**src/rtl/pi_code_ctrl.sv**
```systemverilog
// pi_code_ctrl: digital CDR loop filter that drives the phase-interpolator code.
//
// Bang-bang phase-detector votes are summed over DECIM valid samples. The sign of
// that sum feeds a proportional + integral update of the phase code one clock later.
// A two-state lock FSM (ACQ/TRACK) selects the proportional gain and drives locked_o.
//
// Ports:
//   clk          loop clock
//   rst_n        asynchronous active-low reset
//   pd_valid_i   pd_up_i/pd_dn_i qualify this cycle
//   pd_up_i      data late: advance phase
//   pd_dn_i      data early: retard phase
//   freeze_i     hold the loop (an already-registered decision still completes)
//   code_o       registered PI code; [CODE_W-1:8] octant, [7:0] weight at defaults
//   code_upd_o   one-cycle pulse coincident with each new code value
//   locked_o     lock indicator; high exactly while the FSM is in TRACK
//
// Optional build macro PI_CODE_OVERRIDE_EN adds:
//   ovr_en_i     load ovr_code_i every edge and restart the loop from ACQ
//   ovr_code_i   override code value
//
// Handshake: pd_* are sampled on every rising edge where pd_valid_i=1 and
// freeze_i=0; there is no backpressure. code_upd_o is a single-cycle strobe and
// code_o is stable between strobes.
module pi_code_ctrl #(
  parameter int CODE_W     = 11,
  parameter int DECIM      = 8,
  parameter int KP         = 4,
  parameter int KI_SHIFT   = 6,
  parameter int FREQ_W     = 16,
  parameter int INIT_CODE  = 0,
  parameter int LOCK_CNT   = 64,
  parameter int UNLOCK_RUN = 4
) (
  input  logic              clk,
  input  logic              rst_n,
  input  logic              pd_valid_i,
  input  logic              pd_up_i,
  input  logic              pd_dn_i,
  input  logic              freeze_i,
`ifdef PI_CODE_OVERRIDE_EN
  input  logic              ovr_en_i,
  input  logic [CODE_W-1:0] ovr_code_i,
`endif
  output logic [CODE_W-1:0] code_o,
  output logic              code_upd_o,
  output logic              locked_o
);

  localparam int CNT_W  = $clog2(DECIM);
  // Vote sum must hold +/-DECIM once the final sample is included.
  localparam int VS_W   = $clog2(DECIM) + 2;
  localparam int ST_W   = $clog2(LOCK_CNT + 1);
  localparam int RUN_W  = $clog2(UNLOCK_RUN + 1);
  localparam int STEP_W = FREQ_W + 2;
  localparam int FMAX_I = (1 << (FREQ_W - 1)) - 1;

  localparam logic [0:0] ST_ACQ   = 1'b0;
  localparam logic [0:0] ST_TRACK = 1'b1;

  // Two-bit signed sign encoding: +1, -1, 0.
  localparam logic [1:0] SGN_POS  = 2'b01;
  localparam logic [1:0] SGN_NEG  = 2'b11;
  localparam logic [1:0] SGN_ZERO = 2'b00;

  localparam logic signed [VS_W-1:0]   VOTE_P1 = VS_W'(1);
  localparam logic signed [VS_W-1:0]   VOTE_M1 = -VOTE_P1;
  localparam logic signed [FREQ_W:0]   SUM_MAX = (FREQ_W+1)'(FMAX_I);
  localparam logic signed [FREQ_W:0]   SUM_MIN = -SUM_MAX;
  localparam logic signed [STEP_W-1:0] KP_TRK  = STEP_W'(KP);
  localparam logic signed [STEP_W-1:0] KP_ACQ  = STEP_W'(2 * KP);
  localparam logic [CNT_W-1:0]         CNT_LAST = CNT_W'(DECIM - 1);
  localparam logic [ST_W-1:0]          ST_MAX   = {ST_W{1'b1}};
  localparam logic [RUN_W-1:0]         RUN_MAX  = {RUN_W{1'b1}};

  logic [CODE_W-1:0]        code_q, code_d;
  logic                     code_upd_q, code_upd_d;
  logic [0:0]               state_q, state_d;
  logic signed [FREQ_W-1:0] freq_acc_q, freq_acc_d;
  logic signed [VS_W-1:0]   vote_sum_q, vote_sum_d;
  logic [CNT_W-1:0]         sample_cnt_q, sample_cnt_d;
  logic                     dec_pend_q, dec_pend_d;
  logic [1:0]               dec_sign_q, dec_sign_d;
  logic [1:0]               prev_sign_q, prev_sign_d;
  logic [RUN_W-1:0]         run_q, run_d;
  logic [ST_W-1:0]          stable_q, stable_d;

  // Datapath intermediates.
  logic                     sample_en;
  logic signed [VS_W-1:0]   vote, vote_sum_inc;
  logic [1:0]               sign_new;
  logic signed [FREQ_W:0]   freq_sum;
  logic signed [FREQ_W-1:0] freq_new, integ;
  logic signed [STEP_W-1:0] prop, step;
  logic [CODE_W-1:0]        code_next;
  logic                     sign_nz, same_sign;
  logic [RUN_W-1:0]         run_upd;
  logic [ST_W-1:0]          stable_upd;
  logic [0:0]               state_upd;

  assign sample_en = pd_valid_i & ~freeze_i;

  // Vote and decimation arithmetic.
  always_comb begin
    vote = '0;
    if (pd_up_i & ~pd_dn_i) vote = VOTE_P1;
    else if (pd_dn_i & ~pd_up_i) vote = VOTE_M1;
    vote_sum_inc = vote_sum_q + vote;
    if (vote_sum_inc == '0)          sign_new = SGN_ZERO;
    else if (vote_sum_inc[VS_W-1])   sign_new = SGN_NEG;
    else                             sign_new = SGN_POS;
  end

  // Loop update arithmetic, driven by the registered decision.
  always_comb begin
    freq_sum = $signed({freq_acc_q[FREQ_W-1], freq_acc_q}) +
               $signed({{(FREQ_W-1){dec_sign_q[1]}}, dec_sign_q});
    if (freq_sum > SUM_MAX)      freq_new = SUM_MAX[FREQ_W-1:0];
    else if (freq_sum < SUM_MIN) freq_new = SUM_MIN[FREQ_W-1:0];
    else                         freq_new = freq_sum[FREQ_W-1:0];

    integ = freq_new >>> KI_SHIFT;

    prop = '0;
    case (dec_sign_q)
      SGN_POS: prop = (state_q == ST_TRACK) ? KP_TRK : KP_ACQ;
      SGN_NEG: prop = (state_q == ST_TRACK) ? -KP_TRK : -KP_ACQ;
      default: prop = '0;
    endcase

    step      = prop + $signed({{2{integ[FREQ_W-1]}}, integ});
    // Modular add: truncating the signed step wraps the code naturally.
    code_next = code_q + step[CODE_W-1:0];
  end

  // Lock bookkeeping evaluated against the pending decision.
  always_comb begin
    sign_nz   = (dec_sign_q != SGN_ZERO);
    same_sign = sign_nz && (dec_sign_q == prev_sign_q);
    if (same_sign) begin
      run_upd    = (run_q == RUN_MAX) ? run_q : run_q + 1'b1;
      stable_upd = '0;
    end else begin
      run_upd    = sign_nz ? RUN_W'(1) : '0;
      stable_upd = (stable_q == ST_MAX) ? stable_q : stable_q + 1'b1;
    end
    state_upd = state_q;
    if (state_q == ST_ACQ) begin
      if (stable_upd >= ST_W'(LOCK_CNT)) state_upd = ST_TRACK;
    end else if (run_upd >= RUN_W'(UNLOCK_RUN)) begin
      state_upd  = ST_ACQ;
      stable_upd = '0;
    end
  end

  // Next-state selection.
  always_comb begin
    code_d       = code_q;
    code_upd_d   = 1'b0;
    state_d      = state_q;
    freq_acc_d   = freq_acc_q;
    vote_sum_d   = vote_sum_q;
    sample_cnt_d = sample_cnt_q;
    dec_pend_d   = 1'b0;
    dec_sign_d   = dec_sign_q;
    prev_sign_d  = prev_sign_q;
    run_d        = run_q;
    stable_d     = stable_q;

    if (sample_en) begin
      if (sample_cnt_q == CNT_LAST) begin
        vote_sum_d   = '0;
        sample_cnt_d = '0;
        dec_sign_d   = sign_new;
        dec_pend_d   = 1'b1;
      end else begin
        vote_sum_d   = vote_sum_inc;
        sample_cnt_d = sample_cnt_q + 1'b1;
      end
    end

    // A registered decision completes even while frozen.
    if (dec_pend_q) begin
      freq_acc_d = freq_new;
      code_d     = code_next;
      code_upd_d = 1'b1;
      run_d      = run_upd;
      stable_d   = stable_upd;
      state_d    = state_upd;
      if (sign_nz) prev_sign_d = dec_sign_q;
    end

`ifdef PI_CODE_OVERRIDE_EN
    if (ovr_en_i) begin
      code_d       = ovr_code_i;
      code_upd_d   = 1'b1;
      freq_acc_d   = '0;
      vote_sum_d   = '0;
      sample_cnt_d = '0;
      dec_pend_d   = 1'b0;
      stable_d     = '0;
      run_d        = '0;
      state_d      = ST_ACQ;
    end
`endif
  end

  always_ff @(posedge clk or negedge rst_n) begin
    if (!rst_n) begin
      code_q       <= CODE_W'(INIT_CODE);
      code_upd_q   <= 1'b0;
      state_q      <= ST_ACQ;
      freq_acc_q   <= '0;
      vote_sum_q   <= '0;
      sample_cnt_q <= '0;
      dec_pend_q   <= 1'b0;
      dec_sign_q   <= SGN_ZERO;
      prev_sign_q  <= SGN_ZERO;
      run_q        <= '0;
      stable_q     <= '0;
    end else begin
      code_q       <= code_d;
      code_upd_q   <= code_upd_d;
      state_q      <= state_d;
      freq_acc_q   <= freq_acc_d;
      vote_sum_q   <= vote_sum_d;
      sample_cnt_q <= sample_cnt_d;
      dec_pend_q   <= dec_pend_d;
      dec_sign_q   <= dec_sign_d;
      prev_sign_q  <= prev_sign_d;
      run_q        <= run_d;
      stable_q     <= stable_d;
    end
  end

  assign code_o     = code_q;
  assign code_upd_o = code_upd_q;
  // locked is the FSM state itself.
  assign locked_o   = (state_q == ST_TRACK);

endmodule

```
**config.mk**
```make
export PLATFORM = sky130hd
export DESIGN_NAME = pi_code_ctrl
export DESIGN_NICKNAME = d
export VERILOG_FILES = /design/src/rtl/pi_code_ctrl.sv
export SDC_FILE = /design/constraint.sdc
export NUM_CORES = 1
export LEC_CHECK = 0
export CAP_MARGIN = 20
export CORE_MARGIN = 1
export CORE_UTILIZATION = 50
export DETAILED_ROUTE_END_ITERATION = 7
export PLACE_DENSITY = 0.68
export REMOVE_ABC_BUFFERS = 1
export SLEW_MARGIN = 40
export SYNTH_ARGS = -nofsm -noshare
export SYNTH_HDL_FRONTEND = slang
export SYNTH_SLANG_ARGS = --single-unit
```
**constraint.sdc**
```tcl
create_clock -name clk -period 6.5 [get_ports clk]
set_input_delay 1.3 -clock clk [delete_from_list [all_inputs] [get_ports clk]]
set_output_delay 1.3 -clock clk [all_outputs]
set_load 0.02 [all_outputs]
```
Word level (Yosys, flattened, before mapping)
Cells that the tools add are included.
{"block": "word_totals", "output_inout_bits": 13, "regBits": 52, "inputBits": 6, "wordCells": 63}
{"block": "classes", "eq_ne": 6, "reduce_logical": 5, "bitwise_logic": 6, "muxes": 24, "n_lt_le_gt_ge": 4, "add_sub_neg": 7}
{"op": "$mux W16", "count": 2}
{"op": "$mux W7", "count": 4}
{"op": "$pmux W11 S2", "count": 1}
{"op": "$add A16 B2 Y17", "count": 1}
{"op": "$gt A17 B16 Y1 const B", "count": 1}
{"op": "$lt A17 B16 Y1 const B", "count": 1}
{"op": "$mux W5", "count": 3}
{"op": "$mux W3", "count": 4}
{"op": "$add A11 B10 Y11", "count": 1}
{"op": "$add A11 B11 Y11", "count": 1}
{"op": "$add A7 B1 Y7 const B", "count": 1}
{"op": "$eq A7 B7 Y1 const B", "count": 1}
{"op": "$ge A7 B7 Y1 const B", "count": 1}
{"op": "$mux W1", "count": 7}
{"op": "$add A3 B1 Y3 const B", "count": 2}
{"op": "$eq A3 B3 Y1 const B", "count": 2}
{"op": "$add A5 B5 Y5", "count": 1}
{"op": "$logic_not A5 Y1", "count": 1}
{"op": "$mux W2", "count": 2}
{"op": "$mux W4", "count": 1}
{"op": "$reduce_and A2 Y1", "count": 2}
{"op": "$and A1 B1 Y1", "count": 3}
{"op": "$ge A3 B3 Y1 const B", "count": 1}
{"op": "$not A1 Y1", "count": 3}
{"op": "other kinds (5)", "count": 5}

Logic depth before layout (Yosys ltp)
Gate-level depths: netlist of run 1.
{"block": "logic_depth", "ltp_word": 7, "ltp_mapped": 23, "ltp_nobuf": 22}

Worst setup path before layout of run 1
OpenSTA, ideal clock, no wires.
{"block": "synth_path", "path_kind": "reg-to-reg", "startpoint": "register dec_sign_q[1]", "endpoint": "register code_q[10], in the netlist code_o[10]", "t_required_ns": 6.370, "path_buffers": 1, "arrival_time_ns": 4.790, "synth_period_minus_slack_ns": 4.920, "setup_slack_ns": 1.580, "stages_incl_launch_ff": 21, "setup_ns": 0.130, "cell_sequence": "dfrtp_1 > inv_1 > fa_1 > nor2b_1 > o21bai_1 > a31oi_2 > a21oi_2 > a22oi_2 > buf_2 > a21oi_1 > a21oi_1 > fa_1 > ha_1 > a21o_1 > a21oi_1 > o21ai_0 > or4_1 > a41oi_1 > nand2b_1 > mux2i_1 > xor2_1"}
{"block": "synth_via", "elab_chain_cells": 6, "elab_cells_between_ends": 10, "classes_between": "add/sub: 3; order compare: 2; eq/ne: 2; mux: 3"}
{"element": "start: declaration", "line_no": "83", "rtl": "logic [1:0] dec_sign_q, dec_sign_d;"}
{"element": "start signal: assignment", "line_no": "229", "rtl": "dec_sign_q <= dec_sign_d;"}
{"element": "$add A16 B2 Y17 *", "line_no": "116", "rtl": "freq_sum = $signed({freq_acc_q[FREQ_W-1], freq_acc_q}) +"}
{"element": "$lt A17 B16 Y1", "line_no": "119", "rtl": "else if (freq_sum < SUM_MIN) freq_new = SUM_MIN[FREQ_W-1:0];"}
{"element": "$mux W16", "line_no": "119"}
{"element": "$mux W16 *", "line_no": "118", "rtl": "if (freq_sum > SUM_MAX) freq_new = SUM_MAX[FREQ_W-1:0];"}
{"element": "net freq_new[8]", "line_no": "93", "rtl": "logic signed [FREQ_W-1:0] freq_new, integ;"}
{"element": "$add A11 B10 Y11 *", "line_no": "131", "rtl": "step = prop + $signed({{2{integ[FREQ_W-1]}}, integ});"}
{"element": "$add A11 B11 Y11 *", "line_no": "133", "rtl": "code_next = code_q + step[CODE_W-1:0];"}
{"element": "end signal: assignment", "line_no": "210", "rtl": "code_q <= CODE_W'(INIT_CODE);"}
{"element": "end signal: assignment", "line_no": "222", "rtl": "code_q <= code_d;"}
{"element": "end: declaration", "line_no": "76", "rtl": "logic [CODE_W-1:0] code_q, code_d;"}
The timed path passes the listed nets; every way through them passes the cells marked *.
A chain may end at the register's enable or synchronous reset.

Worst setup path in the final report of run 1
Ends and elaborated chain as after synthesis.

==> results of run 1 <==
[layout make-up]
cell class / instances / area [µm²] / share of cell area [%]
Multi-Input combinational cell: 333 / 2560 / 57.3
Clock buffer: 7 / 96.3 / 2.15
Sequential cell: 52 / 1300 / 29.1
Timing Repair Buffer: 20 / 190 / 4.25
Clock inverter: 1 / 30.0 / 0.671
Inverter: 44 / 165 / 3.69
Tap cell: 102 / 128 / 2.85
[cell families (layout without fill, tap and decap cells)]
group / Yosys count / in the layout / share of synthesized area [%]
and+or+nand+nor: 116 / 116 / 13.6
AOI/OAI and AO/OA: 130 / 130 / 22.6
xor gates and xnor gates: 24 / 24 / 5.80
adders and majority gates: 52 / 52 / 17.8
DFF: 52 / 52 / 31.9
muxes: 11 / 11 / 3.10
buffers and inverters: 54 / 72 / 5.22
[cells in the final DEF, fill, tap and decap left out, types with 3 or more instances in the layout]
master           instances
mux2_2                   5
clkbuf_8                 7
o21a_1                   3
a21oi_1                 26
ha_1                    36
nand3_1                  8
a22o_1                   4
nand4_1                  3
a21oi_2                  4
a211oi_1                 3
nor3_1                   9
xor2_1                   8
nor2b_1                  4
maj3_2                   4
and2_1                   3
fa_1                    11
xnor2_1                 14
inv_1                   43
nor2_1                  26
dfrtp_1                 52
nand2b_1                 7
o211ai_1                 4
o21ai_0                 29
a21o_1                  14
o221ai_1                 6
nand2_1                 42
mux2i_1                  4
clkdlybuf4s50_1         17
or3_1                    3
o21ai_1                  5
[worst max path at each step]
| stage | from | endpoint | cells past startpoint |
|---|---|---|---|
| 2_1_floorplan | dec_sign_q[1]$_DFFE_PN0P_ | code_o[10]$_DFFE_PN0P_ | 19 |
| 3_3_place_gp | dec_sign_q[1]$_DFFE_PN0P_ | code_o[10]$_DFFE_PN0P_ | 19 |
| 3_5_place_dp | dec_sign_q[1]$_DFFE_PN0P_ | code_o[10]$_DFFE_PN0P_ | 19 |
| 4_1_cts | dec_sign_q[1]$_DFFE_PN0P_ | code_o[10]$_DFFE_PN0P_ | 19 |
| 5_1_grt | dec_sign_q[1]$_DFFE_PN0P_ | code_o[10]$_DFFE_PN0P_ | 19 |
| 6_report | dec_sign_q[1]$_DFFE_PN0P_ | code_o[10]$_DFFE_PN0P_ | 19 |
[metal layers]
layer / track usage (%) / vias to the layer above
met5: 0 / -
met3: 1.97 / 5
met1: 30.4 / 1523
met2: 35.7 / 33
li1: - / 1603
met4: 4.56 / 0
[stage by stage]
| step | hold WS (ns) | utilization [%] | cells | setup WS [ns] |
|---|---|---|---|---|
| after floorplan | 0.456 | - | 429 | 1.54 |
| after global placement | 0.466 | 55.7 | 551 | 0.988 |
| after detailed placement | 0.455 | 55.7 | 551 | 0.807 |
| after CTS | 0.479 | 57.3 | 559 | 0.788 |
| after global routing | 0.509 | 57.3 | 559 | 0.261 |
| final | 0.477 | 57.3 | 559 | 0.751 |
[flip-flops by register name, indices dropped and copies added, names as in the netlist]
name          cells
prev_sign_q       2
code_upd_o        1
dec_sign_q        2
run_q             3
vote_sum_q        5
stable_q          7
dec_pend_q        1
code_o           11
sample_cnt_q      3
freq_acc_q       16
locked_o          1
[critical path, cell delays in order (launching register included)]
cell,delay (ns)
dfrtp_1,0.90
inv_1,0.20
fa_1,0.48
nor2b_1,0.21
o21bai_1,0.12
a31oi_2,0.32
a21oi_2,0.16
a22oi_2,0.53
a21oi_1,0.09
a21oi_1,0.22
fa_1,0.47
ha_1,0.30
a21o_1,0.16
a21oi_1,0.22
o21ai_0,0.16
or4_1,0.44
a41oi_1,0.27
nand2_1,0.09
mux2i_1,0.18
xor2_1,0.15
==> flow_summary.ini, run 1 <==
[critical_path]
path_class = reg -> reg
reg2reg_to = code_o[10]$_DFFE_PN0P_
regToRegSetupSlack_ns = 0.75
worst-r2r-cell-count = 19
required_ns = 6.73
cp-start-kind = flip-flop
reg2reg_from = dec_sign_q[1]$_DFFE_PN0P_
cp_max_fo = 21
arrival_ns = 5.98
endpoint_kind = flip-flop

[synthesis]
synth_area_leaders = dfrtp_1, ha_1, fa_1
synth.distinct_cells = 72
synth_area_leader_cell = dfrtp_1
synth_commonest_cells = dfrtp_1, inv_1, nand2_1, ha_1, o21ai_0
netlist_instances = 439
synth_top_flop_cell = dfrtp_1
synth_area_um2 = 4080
ys_ff_latch = 52
syn_avg_cell_area_um2 = 9.29
synth_top_area_share_pct = 31.9
synth.most_common_cell = dfrtp_1
synth-edff-count = 0
synthArstFlopShare_pct = 100
ys_warn_count = 0
ys_seq_area_share_pct = 31.9

[clocking]
cts_tree = done
cts_buffer_depth = 2
cts_max_level = 2
cts_sinks = 52
numCtsBuffers = 5
ctsRootBufferMaster = clkbuf_8
cts_hold_buf = 0
clk_pin_slew_ns = 0.10
clk_latency_ns = 0.30
cts-resized-gates = 0
post-cts-setup-buffer-count = 0

[die]
initial_core_util_pct = 52.2
dieWidth_um = 92.3
rows = 32
fp.coreArea_um2 = 7810
die_area_um2 = 8520
dieHeight_um = 92.3
io_pins = 19

[timing]
grt_setup_unrepaired = no
finalSetupTns_ns = 0
hold_viol_final = 0
slew_violations = 0
worst_slew_pin_slew_ns = 0.839
skew_ns = 0.00968
clock.fmax_mhz = 174
setup_viol = 0
slew_headroom_pct = 44.1
fin_crit_sh_pct = 88.4
post-route-min-period_ns = 5.75

[global_route]
grt_pass1_vias = 3115
grt_max_degree = 54
grt_usage_pct = 21.4
grt_overflow = 0
grt_pass1_wl_mm = 14.8
antenna_found_initial = 0

[hold_path]
holdCritStartpoint = code_o[10]$_DFFE_PN0P_
min_path_cells = 1
hold_class = reg -> reg
hold_end = code_o[10]$_DFFE_PN0P_

[cells_and_area]
finalInstanceArea_um2 = 4470
fillerInstances = 683
nets = 509
antenna_cells = 0
drive_gt1_share_pct = 8.53
syn_to_final_growth_pct = 9.73

[route]
wl_per_cell_um = 15.1
routed-wl-met2_mm = 4.00
highest_layer = met4
wl_mm = 8.46
drc_errors = 0
m1WireLength_mm = 4.24
first_pass_iters = 4
via_per_inst = 5.66
wl_met3_um = 165
ant_nets = 0
vias = 3164
drt_iter0_markers = 119

[placement]
io_buffers = 18
postPlaceCellArea_um2 = 4350
dp_hpwl_mm = 6.34
gp_congestion = 0.916

[status]
status = completed

[run]
maxCapViolations = 0
Power of run 1 is left out: the tool's default activity adds up to more than one toggle a clock period on the data nets, which glitch-free logic cannot reach.
==> inputs of run 2 (changes only) <==
--- a/config.mk
+++ b/config.mk
@@ -7,9 +7,9 @@
 export LEC_CHECK = 0
 export CAP_MARGIN = 20
 export CORE_MARGIN = 1
-export CORE_UTILIZATION = 50
+export CORE_UTILIZATION = 55
 export DETAILED_ROUTE_END_ITERATION = 7
-export PLACE_DENSITY = 0.68
+export PLACE_DENSITY = 0.74
 export REMOVE_ABC_BUFFERS = 1
 export SLEW_MARGIN = 40
 export SYNTH_ARGS = -nofsm -noshare
==> flow_summary.ini, run 2 (synthesized netlist as in run 1, its figures left out) <==
[route]
wl_per_cell_um = 14.7
drc_errors = 0
via_per_inst = 5.71
drt_iter0_markers = 136
first_pass_iters = 4
ant_nets = 0
vias = 3176
wl_mm = 8.16

[cells_and_area]
syn_to_final_growth_pct = 9.51
layout_common_cells = dfrtp_1, inv_1, nand2_1
largest_reg_flops = 16
final_common_cell = dfrtp_1
antenna_cells = 0
fin_util_pct = 61.9
nets = 509
drive_gt1_share_pct = 8.53
regMostFlops = freq_acc_q

[critical_path]
cp_max_fo = 21
path_class = reg -> reg
arrival_ns = 5.90
cp-start-kind = flip-flop
endpoint_kind = flip-flop
required_ns = 6.73

[timing]
worst_slew_pin_slew_ns = 0.802
post-route-min-period_ns = 5.67
skew_ns = 0.0141
setup_viol = 0
slew_headroom_pct = 46.5
clock.fmax_mhz = 176
hold_viol_final = 0
fin_hold_ws_ns = 0.473
slew_violations = 0
finalSetupTns_ns = 0
fin_crit_sh_pct = 87.2
grt_setup_unrepaired = no

[global_route]
grt_pass1_vias = 3003
grt_usage_pct = 23.2
grt_max_degree = 54
grt_pass1_wl_mm = 14.0
grt_overflow = 0
antenna_found_initial = 0

[run]
maxCapViolations = 0

[clocking]
clk_pin_slew_ns = 0.10
post-cts-setup-buffer-count = 0
numCtsBuffers = 5
cts_sinks = 52
cts-resized-gates = 0
clk_latency_ns = 0.31
cts_max_level = 2
cts_buffer_depth = 2
cts_tree = done
cts_hold_buf = 0
ctsRootBufferMaster = clkbuf_8

[die]
fp.coreArea_um2 = 7210
rows = 31
dieWidth_um = 88.1
initial_core_util_pct = 56.5
dieHeight_um = 88.1
io_pins = 19
die_area_um2 = 7760

[status]
status = completed

[placement]
dp_hpwl_mm = 6.30
gp_congestion = 0.962
io_buffers = 18

[hold_path]
hold_class = reg -> reg
-- run 2: cell count changes in the layout (fill, tap and decap cells not counted), sizes merged --
cell / previous run / this run
clkbuf: 7 / 6
clkinv: 0 / 1
-- run 2: cell type report --
| type | instances | area (µm²) |
|---|---|---|
| well taps | 99 | 124 |
| repair buffers | 20 | 190 |
| clock buffers | 6 | 82.6 |
| multi-input cells | 333 | 2560 |
| clock inverters | 2 | 38.8 |
| inverters | 44 | 165 |
| fillers | 640 | 2750 |
| flip-flops and latches | 52 | 1300 |
-- run 2: metal layers --
metal / GRT usage [%] / vias up / routed length [µm]
met5: 0 / - / 0
met4: 5.72 / 0 / 91
met3: 2.83 / 9 / 173
met2: 38.5 / 32 / 3890
met1: 32.5 / 1536 / 4000
li1: - / 1599 / -
-- run 2: final timing paths --
path / cells after the start / slack [ns] / to / from
max: 19 / 0.83 / code_o[10]$_DFFE_PN0P_ / dec_sign_q[1]$_DFFE_PN0P_
min: 1 / 0.47 / code_o[10]$_DFFE_PN0P_ / code_o[10]$_DFFE_PN0P_
max reg2reg: 19 / 0.83 / code_o[10]$_DFFE_PN0P_ / dec_sign_q[1]$_DFFE_PN0P_
min reg2reg: 1 / 0.47 / code_o[10]$_DFFE_PN0P_ / code_o[10]$_DFFE_PN0P_
max in group asynchronous: 2 / 4.96 / prev_sign_q[0]$_DFFE_PN0P_ / rst_n
min in group asynchronous: 2 / 1.09 / freq_acc_q[14]$_DFFE_PN0P_ / rst_n
-- run 2: critical path: stages, from the launching register on --
cell and delay (ns):
dfrtp_1 0.88, inv_1 0.21, fa_1 0.48, nor2b_1 0.20, o21bai_1 0.11, a31oi_2 0.31
a21oi_2 0.15, a22oi_2 0.52, inv_2 0.18, maj3_2 0.37, fa_1 0.51, inv_1 0.04
ha_1 0.32, nand2_1 0.07, o21ai_0 0.11, or4_1 0.45, a41oi_1 0.25, nand2_1 0.07
mux2i_1 0.18, xor2_1 0.17
-- run 2: per-stage QoR --
stage,cells,setup slack [ns],cell area (µm²)
after floorplan,429,1.54,4030
after global placement,548,1.02,4340
after detailed placement,548,0.884,4340
after CTS,556,0.825,4470
after global routing,556,0.353,4470
final,556,0.831,4470
Power of run 2 is left out for the same reason.
